**src/rtl/power_stream_sequencer.sv**
```systemverilog
// Frame-level pacing controller for the hotspot power delay line: fills, streams and
// flushes an external DEPTH-shift delay buffer once per stencil iteration.
module power_stream_sequencer #(
   parameter int DATA_WIDTH = 32,
   parameter int COLS       = 512,
   parameter int ROWS       = 512,
   parameter int DEPTH      = 512,
   parameter int ITER_WIDTH = 16
) (
   input  logic                  aclk,
   input  logic                  axi_reset,
   input  logic                  start,
   input  logic [ITER_WIDTH-1:0] iterations,
   output logic                  busy,
   output logic                  done,
   output logic [ITER_WIDTH-1:0] iter_count,
   input  logic [DATA_WIDTH-1:0] s_axis_power_data,
   input  logic                  s_axis_power_valid,
   output logic                  s_axis_power_ready,
   output logic [DATA_WIDTH-1:0] buf_in_data,
   output logic                  buf_in_valid,
   output logic                  buf_shift_ready,
   input  logic [DATA_WIDTH-1:0] buf_out_data,
   output logic [DATA_WIDTH-1:0] m_axis_power_data,
   output logic                  m_axis_power_valid,
   input  logic                  m_axis_power_ready,
   output logic                  m_axis_power_last
);

   localparam int N  = ROWS * COLS;
   localparam int CW = $clog2(N + DEPTH + 1);

   localparam logic [CW-1:0] C_N     = CW'(N);
   localparam logic [CW-1:0] C_DEPTH = CW'(DEPTH);
   localparam logic [CW-1:0] C_END   = CW'(N + DEPTH);
   localparam logic [CW-1:0] C_LASTK = CW'(N - 1);

   typedef enum logic [2:0] {
      S_IDLE,
      S_FILL,
      S_RUN,
      S_FLUSH,
      S_DRAIN
   } state_t;

   state_t                r_state;
   logic [CW-1:0]         r_in_cnt;
   logic [CW-1:0]         r_shift_cnt;
   logic [CW-1:0]         r_out_cnt;
   logic [ITER_WIDTH-1:0] r_iterations;
   logic [ITER_WIDTH-1:0] r_iter_count;
   logic                  r_pend;
   logic                  r_busy;
   logic                  r_done;

   logic                  w_in_phase;
   logic                  w_can_shift;
   logic                  w_up_hs;
   logic                  w_flush_shift;
   logic                  w_shift;
   logic                  w_out_hs;
   logic                  w_last_out;
   logic [CW-1:0]         w_shift_nxt;
   logic [CW-1:0]         w_in_nxt;
   logic [ITER_WIDTH-1:0] w_iter_nxt;

   // The buffer only shifts when the tail slot is free or being consumed, so the
   // tail presented downstream never changes under backpressure.
   always_comb begin
      // NOTE: every signal gets a value before any branch, so no latch can be inferred.
      w_in_phase    = (r_state == S_FILL) || (r_state == S_RUN);
      w_can_shift   = !r_pend || m_axis_power_ready;
      w_up_hs       = w_in_phase && w_can_shift && s_axis_power_valid;
      w_flush_shift = (r_state == S_FLUSH) && w_can_shift;
      w_shift       = w_up_hs || w_flush_shift;
      w_out_hs      = r_pend && m_axis_power_ready;
      w_last_out    = (r_out_cnt == C_LASTK);
      w_shift_nxt   = r_shift_cnt + 1'b1;
      w_in_nxt      = r_in_cnt + 1'b1;
      w_iter_nxt    = r_iter_count + 1'b1;
   end

   assign s_axis_power_ready = w_in_phase && w_can_shift;
   assign buf_in_valid       = w_shift;
   assign buf_shift_ready    = w_shift;
   assign buf_in_data        = w_in_phase ? s_axis_power_data : '0;
   assign m_axis_power_valid = r_pend;
   assign m_axis_power_data  = r_pend ? buf_out_data : '0;
   assign m_axis_power_last  = r_pend && w_last_out;
   assign busy               = r_busy;
   assign done               = r_done;
   assign iter_count         = r_iter_count;

   always_ff @(posedge aclk) begin
      // NOTE: sequential state uses non-blocking assignments so every register sees
      // pre-edge values; later assignments in this block deliberately override earlier ones.
      if (axi_reset) begin
         r_state      <= S_IDLE;
         r_in_cnt     <= '0;
         r_shift_cnt  <= '0;
         r_out_cnt    <= '0;
         r_iterations <= '0;
         r_iter_count <= '0;
         r_pend       <= 1'b0;
         r_busy       <= 1'b0;
         r_done       <= 1'b0;
      end else begin
         r_done <= 1'b0;

         if (r_state != S_IDLE) begin
            if (w_shift)  r_shift_cnt <= w_shift_nxt;
            if (w_up_hs)  r_in_cnt    <= w_in_nxt;
            if (w_out_hs) r_out_cnt   <= r_out_cnt + 1'b1;
            // Shifts past the fill depth push a live sample out of the tail.
            if (w_shift && (r_shift_cnt >= C_DEPTH)) r_pend <= 1'b1;
            else if (w_out_hs)                       r_pend <= 1'b0;
         end

         case (r_state)
            S_IDLE: begin
               if (start) begin
                  if (iterations != '0) begin
                     r_state      <= S_FILL;
                     r_busy       <= 1'b1;
                     r_iterations <= iterations;
                     r_iter_count <= '0;
                     r_in_cnt     <= '0;
                     r_shift_cnt  <= '0;
                     r_out_cnt    <= '0;
                     r_pend       <= 1'b0;
                  end else begin
                     r_done <= 1'b1;
                  end
               end
            end
            S_FILL: begin
               if (w_shift && (w_shift_nxt == C_DEPTH))
                  r_state <= (w_in_nxt == C_N) ? S_FLUSH : S_RUN;
            end
            S_RUN: begin
               if (w_up_hs && (w_in_nxt == C_N)) r_state <= S_FLUSH;
            end
            S_FLUSH: begin
               if (w_flush_shift && (w_shift_nxt == C_END)) r_state <= S_DRAIN;
            end
            S_DRAIN: begin
               if (w_out_hs && w_last_out) begin
                  r_in_cnt    <= '0;
                  r_shift_cnt <= '0;
                  r_out_cnt   <= '0;
                  if (w_iter_nxt < r_iterations) begin
                     r_state      <= S_FILL;
                     r_iter_count <= w_iter_nxt;
                  end else begin
                     r_state <= S_IDLE;
                     r_busy  <= 1'b0;
                     r_done  <= 1'b1;
                  end
               end
            end
            default: r_state <= S_IDLE;
         endcase
      end
   end

endmodule

```
**config.mk**
```make
export PLATFORM = sky130hd
export DESIGN_NAME = power_stream_sequencer
export DESIGN_NICKNAME = d
export VERILOG_FILES = /design/src/rtl/power_stream_sequencer.sv
export SDC_FILE = /design/constraint.sdc
export NUM_CORES = 1
export LEC_CHECK = 0
export ABC_CLOCK_PERIOD_IN_PS = 3600
export CAP_MARGIN = 20
export CORE_UTILIZATION = 45
export CTS_CLUSTER_DIAMETER = 40
export DETAILED_ROUTE_END_ITERATION = 8
export GPL_ROUTABILITY_DRIVEN = 0
export HOLD_SLACK_MARGIN = 0.02
export MAX_ROUTING_LAYER = met4
export PLACE_DENSITY = 0.77
export REMOVE_ABC_BUFFERS = 1
export SYNTH_ARGS = -nofsm -noshare
export SYNTH_HDL_FRONTEND = slang
export SYNTH_SLANG_ARGS = --single-unit
```
**constraint.sdc**
```tcl
create_clock -name aclk -period 3.6 [get_ports aclk]
set_clock_uncertainty 0.05 [all_clocks]
set_input_delay 0.54 -clock aclk [delete_from_list [all_inputs] [get_ports aclk]]
set_output_delay 0.54 -clock aclk [all_outputs]
set_load 0.01 [all_outputs]
```
==> results.md, run 1 <==
- CTS hold repair buffers: 0
- GRT overflow: 0
- Hold depth: 1
- Seq/Total Area, Yosys: 32.7%
- Layout cell share with drive strength beyond 1: 6.89%
- Post-synth EDFFs: 0
- Vias: 5651
- Design Power: 0.00277 W
- Post-DRT Antenna Nets: 0
- H-Tree Depth: 3
- Hold worst-path end: r_out_cnt[13]$_SDFF_PP0_
- Initial drt markers: 205
- Number of synthesis warnings: 0
- Setup crit end kind: flip-flop
- CP Max Fanout: 5
- Root Buffer: clkbuf_16
- Crit path cell chain: ha_4 -> nand3_2 -> nor2_2 -> and3_2 -> nand3_1 -> xnor2_2 -> ha_1 -> a21o_1 -> a21o_1 -> nor2_1 -> a31oi_2 -> or4_1 -> a21oi_1 -> a21o_1
- Post-Syn Instances: 731
- Yosys cell types: 60
- Die Area: ~13000 µm²
- Crit path largest cell delay: 540 ps
- Fin. Hold Viols: 0
- R2R Path End: iter_count[6]$_SDFFE_PP0P_
- Slew @ Worst Pin: 713 ps
- Cts bufs inserted: 9
- Main flop type after synthesis: dfxtp_1
- CTS tree: yes
- Final Net Count: 1002
- # DRC: 0
- Fmax: 291 MHz
- WS Path Type: flip-flop to flip-flop
- N_diodes: 0
- Die Ht: 116 µm
- Period minus WS final: 3440 ps
- Clock sinks: 95
- Port Buffers: approximately 170
- HP Start: r_out_cnt[13]$_SDFF_PP0_
- Core area: roughly 13000 µm²
- Synth Cell Area: 5820 µm²
- Largest net degree at the start of global routing: 50
- Status: finished clean
- Layout Area Growth over Synthesis: 39.5%
- Max-slew violation count: 0
- HP Class: flip-flop to flip-flop
- Setup Viol. Count Final: 0
- DP Wirelength: 11000 µm
- Maximum clock insertion buffer count: 2
- Routed length per instance: 13.8 µm
- Vias per inst: 5.27
- I/O pin cnt: around 170
- Top delay family on crit path: simple AND/OR/NAND/NOR gates
- CP required: 3840 ps
- Drt pass-1 iters: 4
- Yosys reg bits: between 90 and 100
- Clock latency on the worst-skew pair: 350 ps
- Util after Layout: 64.3%
- Antenna violations before repair: 0
- Slew headroom: 52.1%
- Worst path bufs/invs: 0
- Async SR Flop Fraction: 0%
- CTS clk-pin slew, worst paths: 70 ps
- Max Cap Viol: 0
- Power Dens Cells: 342 nW/µm²
- Register-to-register setup slack: between 150 and 200 ps
- Site row count: 41
- R2R Path Start: iter_count[1]$_SDFFE_PP0P_
- Syn_area_per_cell: 7.96 µm²
- Critical path launch point type: flip-flop
- First-pass GRT wire length: 23600 µm
- Worst VDD drop: approximately 0.25 mV
- Total GRT Usage: 22.8%
- LEAKAGE: 3.08 nW
- Slowest stage cell, crit path: or4_1
- Routed Wire Length: 14800 µm
- Most frequent CP cell: a21o_1
- Critical Path AT: 3680 ps
- Initial Util: 46.1%
- Final Cycle Share: 95.5%
- Horiz. Die Dim: 116 µm
- R2r worst-path depth: 14
- Vias in the first global route: 5073
## Yosys cell counts (all sizes together), types with 22 or more instances
cell type	instances	area, µm²
a21oi	27	135
and2	69	432
clkbuf	26	97.6
dfxtp	95	1900
ha	22	275
inv	25	93.8
nand2	55	206
nand3	34	183
nand4	27	169
nor2	100	375
xnor2	31	272
xor2	34	298
## layout by cell type, fill, tap and decap left out, types with 9 or more instances in the layout
master	instances
xnor2_1	29
and2_1	69
nor2_1	99
ha_1	21
nor3_1	16
clkdlybuf4s50_1	171
buf_4	21
dfxtp_1	95
and3_1	13
nand2_1	55
inv_1	25
a21oi_1	27
nand3_1	32
clkbuf_16	9
nand4_1	27
mux2i_1	19
nor4_1	12
nand2b_1	10
xor2_1	34
o21ai_0	14
## per-stage QoR
| step | std cells | setup TNS [ps] | hold WS, ps | worst slack [ps] | instance area (µm²) |
|---|---|---|---|---|---|
| after floorplan | 692 | 0 | 385 | 44.6 | 5650 |
| after global placement | 1053 | 0 | 415 | 263 | 7710 |
| after detailed placement | 1053 | 0 | 420 | 114 | 7710 |
| after CTS | 1069 | 0 | 431 | 74.4 | 8050 |
| after global routing | 1072 | -40.4 | 452 | -39.0 | 8120 |
| final | 1072 | 0 | 432 | 163 | 8120 |
## timing repair
| item | CTS | global route |
|---|---|---|
| buffers inserted | 0 | 3 |
| resized for setup | 0 | 11 |
| endpoints found under the setup margin | 0 | 16 |
## cell type report
type,instances,area (µm²)
clock buffers,11,253
clock inverters,5,80.1
fillers,1135,4500
inverters,25,93.8
multi-input cells,572,3710
flip-flops and latches,95,1900
well taps,172,215
repair buffers,192,1870
## worst reg2reg max path, cell delays in order, from the launching register on
cell	delay, ps
dfxtp_1	420
ha_4	190
nand3_2	120
nor2_2	170
and3_2	240
nand3_1	150
xnor2_2	190
ha_1	310
a21o_1	190
a21o_1	210
nor2_1	160
a31oi_2	180
or4_1	540
a21oi_1	170
a21o_1	100
## power breakdown
part           switching, W  leakage, nW  internal (W)
clock              0.000412        0.158      0.000645
combinational      0.000293         2.16      0.000327
sequential        0.0000218        0.768       0.00108
## flip-flops by register name (all words and copies together), names as in the netlist
register            flops
done                    1
m_axis_power_valid      1
iter_count             16
r_shift_cnt            19
r_iterations           16
r_state                 3
busy                    1
r_out_cnt              19
r_in_cnt               19
## cells by family (layout without fill, tap and decap cells)
kind of cell,after synthesis,after routing,synth area share [%]
AOI/OAI and AO/OA,98,98,12.1
xor gates and xnor gates,65,65,9.78
adders and majority gates,22,22,4.73
buffers and inverters,64,233,4.53
DFF,95,95,32.7
muxes,21,21,3.65
and+or+nand+nor,366,366,32.5
## worst max-delay path by stage
stage | to | start | cells after the start | slack (ps)
floorplan | iter_count[13]$_SDFFE_PP0P_ | iter_count[0]$_SDFFE_PP0P_ | 14 | 40
global placement | iter_count[13]$_SDFFE_PP0P_ | iter_count[1]$_SDFFE_PP0P_ | 15 | 260
detailed placement | iter_count[6]$_SDFFE_PP0P_ | iter_count[1]$_SDFFE_PP0P_ | 14 | 110
CTS | iter_count[6]$_SDFFE_PP0P_ | iter_count[1]$_SDFFE_PP0P_ | 14 | 70
global route | iter_count[13]$_SDFFE_PP0P_ | iter_count[1]$_SDFFE_PP0P_ | 15 | -40
finish | iter_count[6]$_SDFFE_PP0P_ | iter_count[1]$_SDFFE_PP0P_ | 14 | 160
## per-layer routing
metal  GRT usage, %  part of all wire (%)  up-vias
li1               -                     -     2872
met1           26.8                    44     2618
met2           39.6                    49      140
met3           3.19                   5.4       21
met4           8.63                   1.5        0
met5              -                     0        -
Note: power is estimated with default switching activity, not from simulation.
==> run 2: changes to the inputs <==
--- a/config.mk
+++ b/config.mk
@@ -7,6 +7,7 @@
 export LEC_CHECK = 0
 export ABC_CLOCK_PERIOD_IN_PS = 3600
 export CAP_MARGIN = 20
+export CORE_ASPECT_RATIO = 1.5
 export CORE_UTILIZATION = 45
 export CTS_CLUSTER_DIAMETER = 40
 export DETAILED_ROUTE_END_ITERATION = 8
==> run 2 against run 1 <==
  * Core utilization up 0.051 points
  * Count of clock-buffer cells in the layout shrank 1
  * Die area about the same
  * Maximum frequency increased by 1.0%
  * First-iteration DRC count is 29% higher
  * Clock power about the same
  * Via count increased by 1.8%
  * Wire length is 9.2% higher
  * Power down 0.24%
  * Hold slack improved by 4.9 ps
  * Worst setup slack better by 35 ps
  * Critical path type unchanged
==> results.md, run 2 (same netlist as run 1, synthesis figures left out) <==
- Slew headroom: 44.3% (-7.8 points)
- Post-DRT Antenna Nets: 0 (unchanged)
- Final Cycle Share: 94.5% (-0.98 points)
- Antenna violations before repair: 5 (+5)
- Total GRT Usage: 24.8% (+2.0 points)
- Status: finished clean
- Die Ht: 141 µm (+22%)
- Fmax: 294 MHz (+1.0%)
- Clock latency on the worst-skew pair: 350 ps (about the same)
- Period minus WS final: 3400 ps (-35.5 ps)
- Register area: 1900 µm² (+0.13%)
- Area occupied by multi-input gates: 3730 µm² (+0.61%)
- CTS tree: yes
- Setup Viol. Count Final: 0 (unchanged)
- Vias in the first global route: 5388 (+6.2%)
- CTS clk-pin slew, worst paths: 70 ps (about the same)
- Top flop regs: r_in_cnt: 19 flops, r_out_cnt: 19 flops, r_shift_cnt: 19 flops
- Die Area: 13400 µm² (about the same)
- CP Max Fanout: 9 (+4)
- Power Dens Cells: 342 nW/µm² (about the same)
- Final Net Count: 998 (-0.40%)
- Site row count: 50 (+22%)
- Routed length per instance: 15.3 µm (+11%)
- Port Buffers: 171 (unchanged)
- WS Path Type: flip-flop to flip-flop
- Maximum clock insertion buffer count: 2 (unchanged)
- GRT overflow: 0 (unchanged)
- Initial Util: 46.3% (+0.17 points)
- Core area: 12600 µm² (-0.36%)
- DP Wirelength: 12300 µm (+12%)
- H-Tree Depth: 3 (unchanged)
- Horiz. Die Dim: 94.9 µm (-18%)
- Slew @ Worst Pin: 830 ps (+116 ps)
- Initial drt markers: 265 (+29%)
- Routed Wire Length: 16200 µm (+9.2%)
- Clock sinks: 95 (unchanged)
- LEAKAGE: 3.07 nW (-0.43%)
- Vias per inst: 5.44 (+3.2%)
- Most frequent cells in the layout: clkdlybuf4s50_1, nor2_1, dfxtp_1
- Setup crit end kind: flip-flop
- Critical path launch point type: flip-flop
- Fin. Hold Viols: 0 (unchanged)
- Max-slew violation count: 0 (unchanged)
- Vias: 5753 (+1.8%)
- Dpl cells: 1033 (-1.9%)
- Drt pass-1 iters: 4 (unchanged)
- First-pass GRT wire length: 25200 µm (+6.8%)
- Worst VDD drop: 0.255 mV (+0.18%)
- I/O pin cnt: 172 (unchanged)
- WHS: 437 ps (+4.90 ps)
- Final non-filler cell total: 1057 (-1.4%)
- Critical Path AT: 3600 ps (-80 ps)
- CP required: 3800 ps (-40 ps)
- Util after Layout: 64.4% (about the same)
- Fill count: 1105 (-2.6%)
- Max Cap Viol: 0 (unchanged)
- Largest net degree at the start of global routing: 50 (unchanged)
- HP Class: flip-flop to flip-flop
- Layout Area Growth over Synthesis: 39.1%
- Layout cell share with drive strength beyond 1: 6.81% (-0.081 points)
- # DRC: 0 (unchanged)
- Most common library cell in the layout ignoring fill and taps: clkdlybuf4s50_1
- Root Buffer: clkbuf_16
- Cts bufs inserted: 9 (unchanged)
==> run 2: cell count changes in the layout (fill, tap and decap cells not counted), sizes merged <==
cell	previous run	this run
diode	0	5
buf	21	17
clkinvlp	2	1
inv	25	26
clkinv	1	2
clkbuf	11	10
==> run 2: worst max-delay path, cell delays in order (launching register included) <==
cell and delay, ps:
dfxtp_1 380, ha_2 230, nand3_1 160, nor2_2 190, and3_4 230, nand3_1 120, xnor2_2 170, ha_1 340
a21o_1 190, a21o_1 220, nor2_2 170, a31oi_4 140, nor3_2 210, buf_4 190, a21oi_1 90, a311oi_1 240
==> run 2: area by class of cell <==
type,instances,share of cell area [%]
Clock buffer,10,2.83
Antenna cell,5,0.155
Timing Repair Buffer,188,22.7
Tap cell,156,2.41
Inverter,25,1.16
Sequential cell,95,23.5
Clock inverter,6,1.16
Multi-Input combinational cell,572,46.1
==> run 2: metal layers <==
| metal | global-route usage [%] | part of all wire (%) | vias to the layer above |
|---|---|---|---|
| li1 | - | - | 2878 |
| met5 | - | 0 | - |
| met1 | 24.7 | 37 | 2626 |
| met2 | 45.3 | 52 | 216 |
| met4 | 9.01 | 2.8 | 0 |
| met3 | 6.65 | 8.5 | 33 |
==> run 2: stage by stage <==
step	instance area (µm²)	setup TNS [ps]	setup WS, ps	power [W]
floorplan	5650	0	44.6	0.00139
global placement	7670	0	288	0.00174
detailed placement	7670	0	163	0.00174
CTS	7990	0	99.4	0.00278
global route	8100	-7.15	-5.55	0.00289
finish	8100	0	199	0.00277
==> run 2: path summary, 6_finish.rpt <==
check	start	end	slack, ps	depth (start not counted)
worst max-delay path	iter_count[1]$_SDFFE_PP0P_	iter_count[7]$_SDFFE_PP0P_	200	15
worst min-delay path	r_out_cnt[13]$_SDFF_PP0_	r_out_cnt[13]$_SDFF_PP0_	440	1
worst max register to register	iter_count[1]$_SDFFE_PP0P_	iter_count[7]$_SDFFE_PP0P_	200	15
worst min register to register	r_out_cnt[13]$_SDFF_PP0_	r_out_cnt[13]$_SDFF_PP0_	440	1
==> run 2: repair_timing <==
item,CTS,global route
hold buffers,0,0
endpoints found under the setup margin,0,15
gates resized for setup,0,15
setup buffers,0,3
==> run 2: power by group <==
group	switching, W	total (W)	internal (W)
Combinational	0.000298	0.000627	0.000329
Sequential	0.0000224	0.00110	0.00107
Clock	0.000428	0.00104	0.000614
Total	0.000749	0.00277	0.00202
==> run 3: changes to the inputs <==
--- a/config.mk
+++ b/config.mk
@@ -5,7 +5,6 @@
 export SDC_FILE = /design/constraint.sdc
 export NUM_CORES = 1
 export LEC_CHECK = 0
-export ABC_CLOCK_PERIOD_IN_PS = 3600
 export CAP_MARGIN = 20
 export CORE_ASPECT_RATIO = 1.5
 export CORE_UTILIZATION = 45
==> results of run 3 <==
Same layout as run 2: the final DEF is identical, and so are final timing and power.
